`src/rtl/note_recorder_pkg.sv`:
```
// Shared note-byte constants, FSM encoding and note decode helper for the bar recorder.
// The song player reads bars in this same note-byte format.
package note_recorder_pkg;

  localparam int unsigned NOTE_W               = 8;
  localparam int unsigned DIV_W                = 3;
  localparam int unsigned NUM_ROWS_PER_BAR_DEF = 16;
  localparam int unsigned IDX_W_DEF            = 8;

  localparam logic [7:0] NOTE_REST = 8'h00;
  localparam logic [3:0] NOTE_C    = 4'd1;
  localparam logic [3:0] NOTE_CS   = 4'd2;
  localparam logic [3:0] NOTE_D    = 4'd3;
  localparam logic [3:0] NOTE_DS   = 4'd4;
  localparam logic [3:0] NOTE_E    = 4'd5;
  localparam logic [3:0] NOTE_F    = 4'd6;
  localparam logic [3:0] NOTE_FS   = 4'd7;
  localparam logic [3:0] NOTE_G    = 4'd8;
  localparam logic [3:0] NOTE_GS   = 4'd9;
  localparam logic [3:0] NOTE_A    = 4'd10;
  localparam logic [3:0] NOTE_AS   = 4'd11;
  localparam logic [3:0] NOTE_B    = 4'd12;
  localparam logic [3:0] NOTE_MAX  = NOTE_B;

  typedef enum logic [1:0] {
    ST_IDLE   = 2'd0,
    ST_ARMED  = 2'd1,
    ST_RECORD = 2'd2
  } rec_state_e;

  typedef struct packed {
    logic [3:0] note;
    logic [3:0] octave;
  } note_byte_t;

  // A pitch nibble outside C..B cannot be played back, so it is never stored.
  function automatic logic is_valid_note(input note_byte_t n);
    return (n.note != 4'd0) && (n.note <= NOTE_MAX);
  endfunction

endpackage

```
`src/rtl/note_recorder_tick_div.sv`:
```
// row_tick_divider: turns row strobes into row advances.
// NOTE_RECORDER_TICK_DIV_EN selects a divide-by-8 grid; otherwise every tick advances.
module row_tick_divider
  import note_recorder_pkg::*;
(
  input  logic clk,
  input  logic rst_n,
  input  logic i_tick,
  input  logic i_clr,
  output logic o_row_adv_c
);

`ifdef NOTE_RECORDER_TICK_DIV_EN
  logic [DIV_W-1:0] r_div;

  // Advance on the tick seen while the divider sits at zero, matching the player's tick_timer.
  always_ff @(posedge clk or negedge rst_n) begin
    if (!rst_n) begin
      r_div <= '0;
    end else if (i_clr) begin
      r_div <= '0;
    end else if (i_tick) begin
      r_div <= DIV_W'(r_div + 1'b1);
    end
  end

  assign o_row_adv_c = i_tick && (r_div == '0);
`else
  logic w_unused_ok;

  assign w_unused_ok = &{1'b0, clk, rst_n, i_clr};
  assign o_row_adv_c = i_tick;
`endif

endmodule

```
`src/rtl/note_recorder.sv`:
```
// note_recorder: quantises live note events into one bar of row bytes for the bar RAM.
// Optional divided row grid via NOTE_RECORDER_TICK_DIV_EN (see row_tick_divider).
module note_recorder
  import note_recorder_pkg::*;
#(
  parameter int unsigned NUM_ROWS_PER_BAR = NUM_ROWS_PER_BAR_DEF,
  parameter int unsigned IDX_W            = IDX_W_DEF
) (
  input  logic              main_clk,
  input  logic              rst_n,
  input  logic              tick,
  input  logic              arm,
  input  logic [IDX_W-1:0]  bar_sel,
  input  logic              note_valid,
  output logic              note_ready,
  input  logic [NOTE_W-1:0] note_in,
  output logic              wr_en,
  output logic [IDX_W-1:0]  wr_bar_idx,
  output logic [IDX_W-1:0]  wr_row_idx,
  output logic [NOTE_W-1:0] wr_note,
  output logic              busy,
  output logic              done,
  output logic              overrun,
  output logic              bad_note
);

  localparam logic [IDX_W-1:0] LAST_ROW = IDX_W'(NUM_ROWS_PER_BAR - 1);

  rec_state_e r_state;
  rec_state_e w_next_state;

  logic              w_row_adv;
  logic              w_last_row;
  logic              w_start;
  logic              w_close;
  logic              w_take;
  logic              w_good;
  logic              w_fill;
  logic              w_dup;

  logic [IDX_W-1:0]  r_row;
  logic [NOTE_W-1:0] r_slot;
  logic              r_slot_full;
  logic              r_note_ready;
  logic              r_wr_en;
  logic [IDX_W-1:0]  r_wr_bar_idx;
  logic [IDX_W-1:0]  r_wr_row_idx;
  logic [NOTE_W-1:0] r_wr_note;
  logic              r_busy;
  logic              r_done;
  logic              r_overrun;
  logic              r_bad_note;

  row_tick_divider u_div (
    .clk         (main_clk),
    .rst_n       (rst_n),
    .i_tick      (tick),
    .i_clr       (w_start),
    .o_row_adv_c (w_row_adv)
  );

  assign w_last_row = (r_row == LAST_ROW);
  assign w_good     = is_valid_note(note_byte_t'(note_in));

  always_ff @(posedge main_clk or negedge rst_n) begin
    if (!rst_n) begin
      r_state <= ST_IDLE;
    end else begin
      r_state <= w_next_state;
    end
  end

  always_comb begin
    w_next_state = r_state;
    unique case (r_state)
      ST_IDLE:   if (arm)                     w_next_state = ST_ARMED;
      ST_ARMED:  if (w_row_adv)               w_next_state = ST_RECORD;
      ST_RECORD: if (w_row_adv && w_last_row) w_next_state = ST_IDLE;
      default:                                w_next_state = ST_IDLE;
    endcase
  end

  // A note offered on the closing cycle goes to the fresh slot of the next row.
  always_comb begin
    w_start = 1'b0;
    w_close = 1'b0;
    w_take  = 1'b0;
    unique case (r_state)
      ST_IDLE:   w_start = arm;
      ST_RECORD: begin
        w_close = w_row_adv;
        w_take  = note_valid;
      end
      default: ;
    endcase
    w_fill = w_take && w_good && (w_close || !r_slot_full);
    w_dup  = w_take && w_good && !w_close && r_slot_full;
  end

  always_ff @(posedge main_clk or negedge rst_n) begin
    if (!rst_n) begin
      r_row        <= '0;
      r_slot       <= NOTE_REST;
      r_slot_full  <= 1'b0;
      r_note_ready <= 1'b0;
      r_wr_en      <= 1'b0;
      r_wr_bar_idx <= '0;
      r_wr_row_idx <= '0;
      r_wr_note    <= NOTE_REST;
      r_busy       <= 1'b0;
      r_done       <= 1'b0;
      r_overrun    <= 1'b0;
      r_bad_note   <= 1'b0;
    end else begin
      r_note_ready <= (w_next_state == ST_RECORD);
      r_busy       <= (w_next_state != ST_IDLE);
      r_wr_en      <= w_close;
      r_done       <= w_close && w_last_row;

      if (w_start) begin
        r_wr_bar_idx <= bar_sel;
        r_row        <= '0;
        r_slot       <= NOTE_REST;
        r_slot_full  <= 1'b0;
        r_overrun    <= 1'b0;
        r_bad_note   <= 1'b0;
      end else begin
        if (w_take && !w_good) r_bad_note <= 1'b1;
        if (w_dup)             r_overrun  <= 1'b1;

        if (w_close) begin
          r_wr_row_idx <= r_row;
          r_wr_note    <= r_slot;
          r_row        <= w_last_row ? '0 : IDX_W'(r_row + 1'b1);
          r_slot       <= w_fill ? note_in : NOTE_REST;
          r_slot_full  <= w_fill;
        end else if (w_fill) begin
          r_slot      <= note_in;
          r_slot_full <= 1'b1;
        end
      end
    end
  end

  assign note_ready = r_note_ready;
  assign wr_en      = r_wr_en;
  assign wr_bar_idx = r_wr_bar_idx;
  assign wr_row_idx = r_wr_row_idx;
  assign wr_note    = r_wr_note;
  assign busy       = r_busy;
  assign done       = r_done;
  assign overrun    = r_overrun;
  assign bad_note   = r_bad_note;

endmodule

```
`config.mk`:
```
export PLATFORM = sky130hd
export DESIGN_NAME = note_recorder
export DESIGN_NICKNAME = d
export VERILOG_FILES = /design/src/rtl/note_recorder_pkg.sv /design/src/rtl/note_recorder_tick_div.sv /design/src/rtl/note_recorder.sv
export SDC_FILE = /design/constraint.sdc
export NUM_CORES = 1
export LEC_CHECK = 0
export CORE_MARGIN = 3
export CORE_UTILIZATION = 44
export CTS_CLUSTER_DIAMETER = 100
export DETAILED_ROUTE_END_ITERATION = 10
export GPL_ROUTABILITY_DRIVEN = 0
export MAX_ROUTING_LAYER = met4
export PLACE_DENSITY_LB_ADDON = 0.25
export SYNTH_ARGS = -nofsm -noshare
export SYNTH_HDL_FRONTEND = slang
export SYNTH_SLANG_ARGS = --single-unit
```
`constraint.sdc`:
```
create_clock -name main_clk -period 1.41 [get_ports main_clk]
set_input_delay 0.3525 -clock main_clk [delete_from_list [all_inputs] [get_ports main_clk]]
set_output_delay 0.3525 -clock main_clk [all_outputs]
set_load 0.005 [all_outputs]
```
# ---- Word level (Yosys, flattened, before mapping)
# Index checks and enable logic that the tools add are counted.
dict set report classes {
  n_div 0
  shifts 0
  bitwise_logic 1
  n_mux 21
  magnitude_cmp 1
  reduce_logical 20
  n_mul 0
  add_sub_neg 1
  eq_ne 4
}
# operator n
set ops {}
lappend ops {{8-bit 2-to-1 mux} 7}
lappend ops {{1-bit 2-to-1 mux} 10}
lappend ops {{8-bit by 1-bit adder with 8-bit output (second input constant)} 1}
lappend ops {{8-bit by 4-bit == test with 1-bit output (second input constant)} 1}
lappend ops {{1-bit logical AND} 8}
lappend ops {{2-bit nonzero test} 4}
lappend ops {{2-bit 2-to-1 mux} 3}
lappend ops {{2-bit one-hot mux with 3 select lines} 1}
lappend ops {{2-bit == test (second input constant)} 2}
lappend ops {{4-bit less-or-equal comparator (second input constant)} 1}
lappend ops {{4-bit nonzero test} 1}
lappend ops {{1-bit zero test} 3}
lappend ops {{3-bit nonzero test} 1}
lappend ops {{2-bit by 1-bit == test with 1-bit output (second input constant)} 1}
lappend ops {{2-bit zero test} 1}
lappend ops {{2-bit AND reduction} 1}
lappend ops {{1-bit logical OR} 1}
lappend ops {{1-bit NOT} 1}
dict set report word_totals {
  n_memories 0
  ram_bits 0
  latch_bits 0
  elab_cells 61
  reg_bits 49
  mem_bits_ro 0
  out_inout_bits 30
}

# ---- Depth between registers and ports, before layout
dict set report depth {
  word_depth 7
  depth_mapped 6
}

# ---- Hierarchy
# A second synthesis with hierarchy kept.
dict set report hier_totals {
  cells_unflattened 235
  hier_area_um2 2179.6
}
# mod n_inst area_each_um2 cells_each seq_area_each_um2
set modules_own_cells {}
lappend modules_own_cells {note_recorder 1 2172.1 234 1226.2}
lappend modules_own_cells {row_tick_divider 1 7.5 1 0.0}

# ---- Worst setup path before layout
# Ideal clock, no wire load.
dict set report synth_timing {
  kind {register -> register}
  from {register r_row[0]}
  to {register r_busy, in the netlist busy}
  stages_incl_launch_ff 7
  path_slack_ns -0.085
  path_buffers 1
  arrival_ns 1.431
  path_cell_list {dfrtp_1 > ha_1 > and3_1 > clkbuf_1 > a311o_2 > nand2_1 > or2_1}
}
dict set report synth_via {
  elab_chain_len 5
}
# item line_no
set synth_rtl {}
lappend synth_rtl {{from (decl)} note_recorder.sv:41} ;# logic [IDX_W-1:0] r_row;
lappend synth_rtl {{from (signal assigned)} note_recorder.sv:134} ;# r_row <= w_last_row ? '0 : IDX_W'(r_row + 1'b1);
lappend synth_rtl {{8-bit by 4-bit == test with 1-bit output} note_recorder.sv:62} ;# assign w_last_row = (r_row == LAST_ROW);
lappend synth_rtl {{1-bit logical AND} note_recorder.sv:78} ;# ST_RECORD: if (w_row_adv && w_last_row) w_next_state = ST_IDLE;
lappend synth_rtl {{2-bit 2-to-1 mux} note_recorder.sv:78}
lappend synth_rtl {{2-bit one-hot mux with 3 select lines} note_recorder.sv:75} ;# unique case (r_state)
lappend synth_rtl {{via w_next_state[1]} note_recorder.sv:30} ;# rec_state_e w_next_state;
lappend synth_rtl {{2-bit nonzero test} note_recorder.sv:116} ;# r_busy <= (w_next_state != ST_IDLE);
lappend synth_rtl {{to (signal assigned)} note_recorder.sv:116}
lappend synth_rtl {{to (decl)} note_recorder.sv:49} ;# logic r_busy;
# The timed path passes the listed nets, and every way through them passes these cells.
# A chain may end at the register's enable or synchronous reset.

# ---- Worst setup path in the final report
dict set report layout_timing {
  from {register r_row[7]}
  to {register r_busy, in the netlist busy}
}
# The elaborated chain is that of the path after synthesis.

==> reports/qor.txt <==
Hold Crit Class - input pin to asynchronous set/reset pin
NumNets Final - 291
Area growth syn-to-layout - 46.65%
cell taking the most area after synthesis - dfrtp_1
met3 Usage GRT - 5.135%
vias in the first global route - 1636
Sw Ratio - 29.07%
# diodes - 0
outcome - completed
startpoint types - register
maximum vdd drop - 1.035 mV
Achievable Freq - 0.7209 GHz
worst-skew pair later-pin latency - 0.30 ns
clock slew at reported path FFs - 0.09 ns
Final setup viols - 0
largest net degree at the start of global routing - 50
Vias - 1589
top post-synthesis cells by area - dfrtp_1 (60%), nand2_1 (11%), mux2_2 (4.4%)
ys async rst share - 100.0%
worst slew pin tran - 0.3182 ns
initial antenna violation count - 0
fin cells - 322
met1 Resource Use GR - 23.71%
crit-path cells - nor4_4, a311o_2, nand2_2, or2_1
root buffer cell - clkbuf_8
CTS tree - done
first-pass GRT wire length - 7.272 mm
sequential area share after synthesis - 59.68%
sequential share of power - 43.7%
TritonRoute pass-1 iters - 4
Synth top area share - 59.68%
Clock Sinks - 49
Net Switching - 1.369 mW
Routed WL - 4.304 mm
Ports - 51
Crit path largest cell delay - 0.45 ns
critical path's top delay family - simple AND/OR/NAND/NOR gates
Post-Syn Area - 0.002054 mm^2
DR WL/cell - 13.37 um
Net Count, Synth - 205
Worst Reg-to-Reg Cells - 4
period utilisation layout - 98.38%
minimum clock period - 1.387 ns
Final Slew Violations - 0
number of buffers created by CTS - 5
drt drc - 0
post-synthesis cell type count - 39
die area - 0.005525 mm^2
Relative slew margins - 78.69%
number of flops mapped to enable cells by yosys - 0
Syn. warnings - 0
M2 GR Usage - 26.38%
Mean Syn Cell Area - 11.23 um^2
Tot GR Track Use - 17.77%
Synth Flop Type - dfrtp_1
area of the core - 0.004444 mm^2
Critical Path RT - 1.60 ns
Critical Path End Type - register
Clock power frac - 20.9%
synthesis-stage register bit count - 49
Bufs and invs on worst path - 0
Longest Clk Path Bufs - 2
cell-internal power - 3.341 mW
unrepaired setup endpoints after global routing - true
die width - 74.33 um
LEAKAGE - 1.580 nW
Post-Syn Instances - 183
share of cells above drive strength 1 - 26.30%
Die H - 74.33 um
gr ovfl total - 0
Routed Antenna Nets - 0
1st-iter DRT viols - 87
CTS H-tree lvls - 2
Cell Rows - 24
post-DP HPWL - 3.005 mm
Critical Path Stages - 4
slowest CP cell - dfrtp_2
Comb power frac - 35.4%
Initial Utilization - 46.23%
number of max-cap violations - 0
IO Port Bufs - 50
Setup CP Type - register to register
placed insts - 303
Critical Path AT - 1.57 ns
clk_skew - 0.009015 ns
CP max FO - 3
Vias/cell - 4.935
Final Hold Viols - 0
final core occ - 67.79%
gr busiest metal - met2
PD cells - 1563 mW/mm^2
synth_stat cells (all sizes together) (2+ instances only):
cell	instances
a21oi	6
a22o	8
buf	6
dfrtp	49
inv	3
mux2	8
mux2i	2
nand2	59
nand3	3
nand4	2
nor2	11
nor3	3
o211ai	2
o21a	2
o21ai	4
stage by stage:
stage | total power, mW | setup TNS [ns] | instance area (um^2) | hold slack [ns] | setup WS (ns)
final | 4.710 | 0 | 3013 | 0.01976 | 0.02278
after global routing | 5.025 | -0.1511 | 3013 | 0.02826 | -0.02724
after CTS | 4.676 | 0 | 2940 | 0.02865 | 0.008776
after detailed placement | 3.839 | -12.44 | 2826 | 0.3572 | -0.5072
after global placement | 3.810 | -12.48 | 2826 | 0.3582 | -0.4903
after floorplan | 2.832 | -0.07071 | 2067 | 0.05691 | -0.03449
power by group through the flow:
stage	Clock [mW]	Combinational [mW]	Sequential [mW]
floorplan	0	0.724	2.11
global placement	0	1.73	2.08
detailed placement	0	1.74	2.10
CTS	1.01	1.61	2.06
global route	1.06	1.85	2.11
finish	0.983	1.67	2.06
timing repair:
item                       4_1_cts  5_1_grt
hold buffers                     0        0
setup endpoints to repair       39       21
gates resized for setup         34       11
pin swaps                        3        4
setup buffers                    6        6
path summary, 6_finish.rpt:
check | startpoint | end | slack, ns
hold / removal | rst_n | wr_note[0] | 0.02
max in group asynchronous | rst_n | r_state[1] | 1.15
setup / recovery | r_row[7] | busy | 0.02
setup reg to reg | r_row[7] | busy | 0.02
hold reg to reg | wr_row_idx[7] | wr_row_idx[7] | 0.47
min in group main_clk | arm | r_state[0] | 0.40
layout by cell type (no fill, tap or decap), drive strengths merged, types with 2 or more instances in the layout:
master         Yosys  final
nor3               3      3
clkdlybuf4s50      0     14
clkbuf             1      6
buf                6     37
o211ai             2      2
nand3              3      3
nor2              11     11
dfrtp             49     49
o21ai              4      4
dlygate4sd2        0     34
o21a               2      2
mux2i              2      2
a21oi              6      6
nand2             59     59
inv                3      3
mux2               8      8
nand4              2      2
a22o               8      8
kinds of logic (layout without fill, tap and decap cells):
family,Yosys count,count (layout),share of synthesized area [%]
mux,10,10,5.360
fa+ha+maj,1,1,0.6089
compound gates,25,25,9.561
buf+inv,10,97,2.983
simple gates,86,86,20.95
xor+xnor,2,2,0.8528
flops,49,49,59.68
final cells by class:
class	instances	area, um^2
repair buffers	86	799.5
clock buffers	6	72.57
inverters	3	13.76
flip-flops and latches	49	1229
multi-input cells	124	794.5
clock inverters	2	38.79
well taps	52	65.06
fillers	354	1431
sequential cells by signal, indices dropped and copies added (netlist names):
register	cells
overrun	1
r_state	2
wr_en	1
busy	1
note_ready	1
wr_row_idx	8
r_slot	8
r_row	8
wr_note	8
wr_bar_idx	8
done	1
r_slot_full	1
bad_note	1
metal layers:
metal | share of wire, % | routed length (um)
met4 | 1.3 | 57
met3 | 5.0 | 215
met2 | 48 | 2045
met1 | 46 | 1987
met5 | 0 | 0
(Power assumes the default switching activity.)
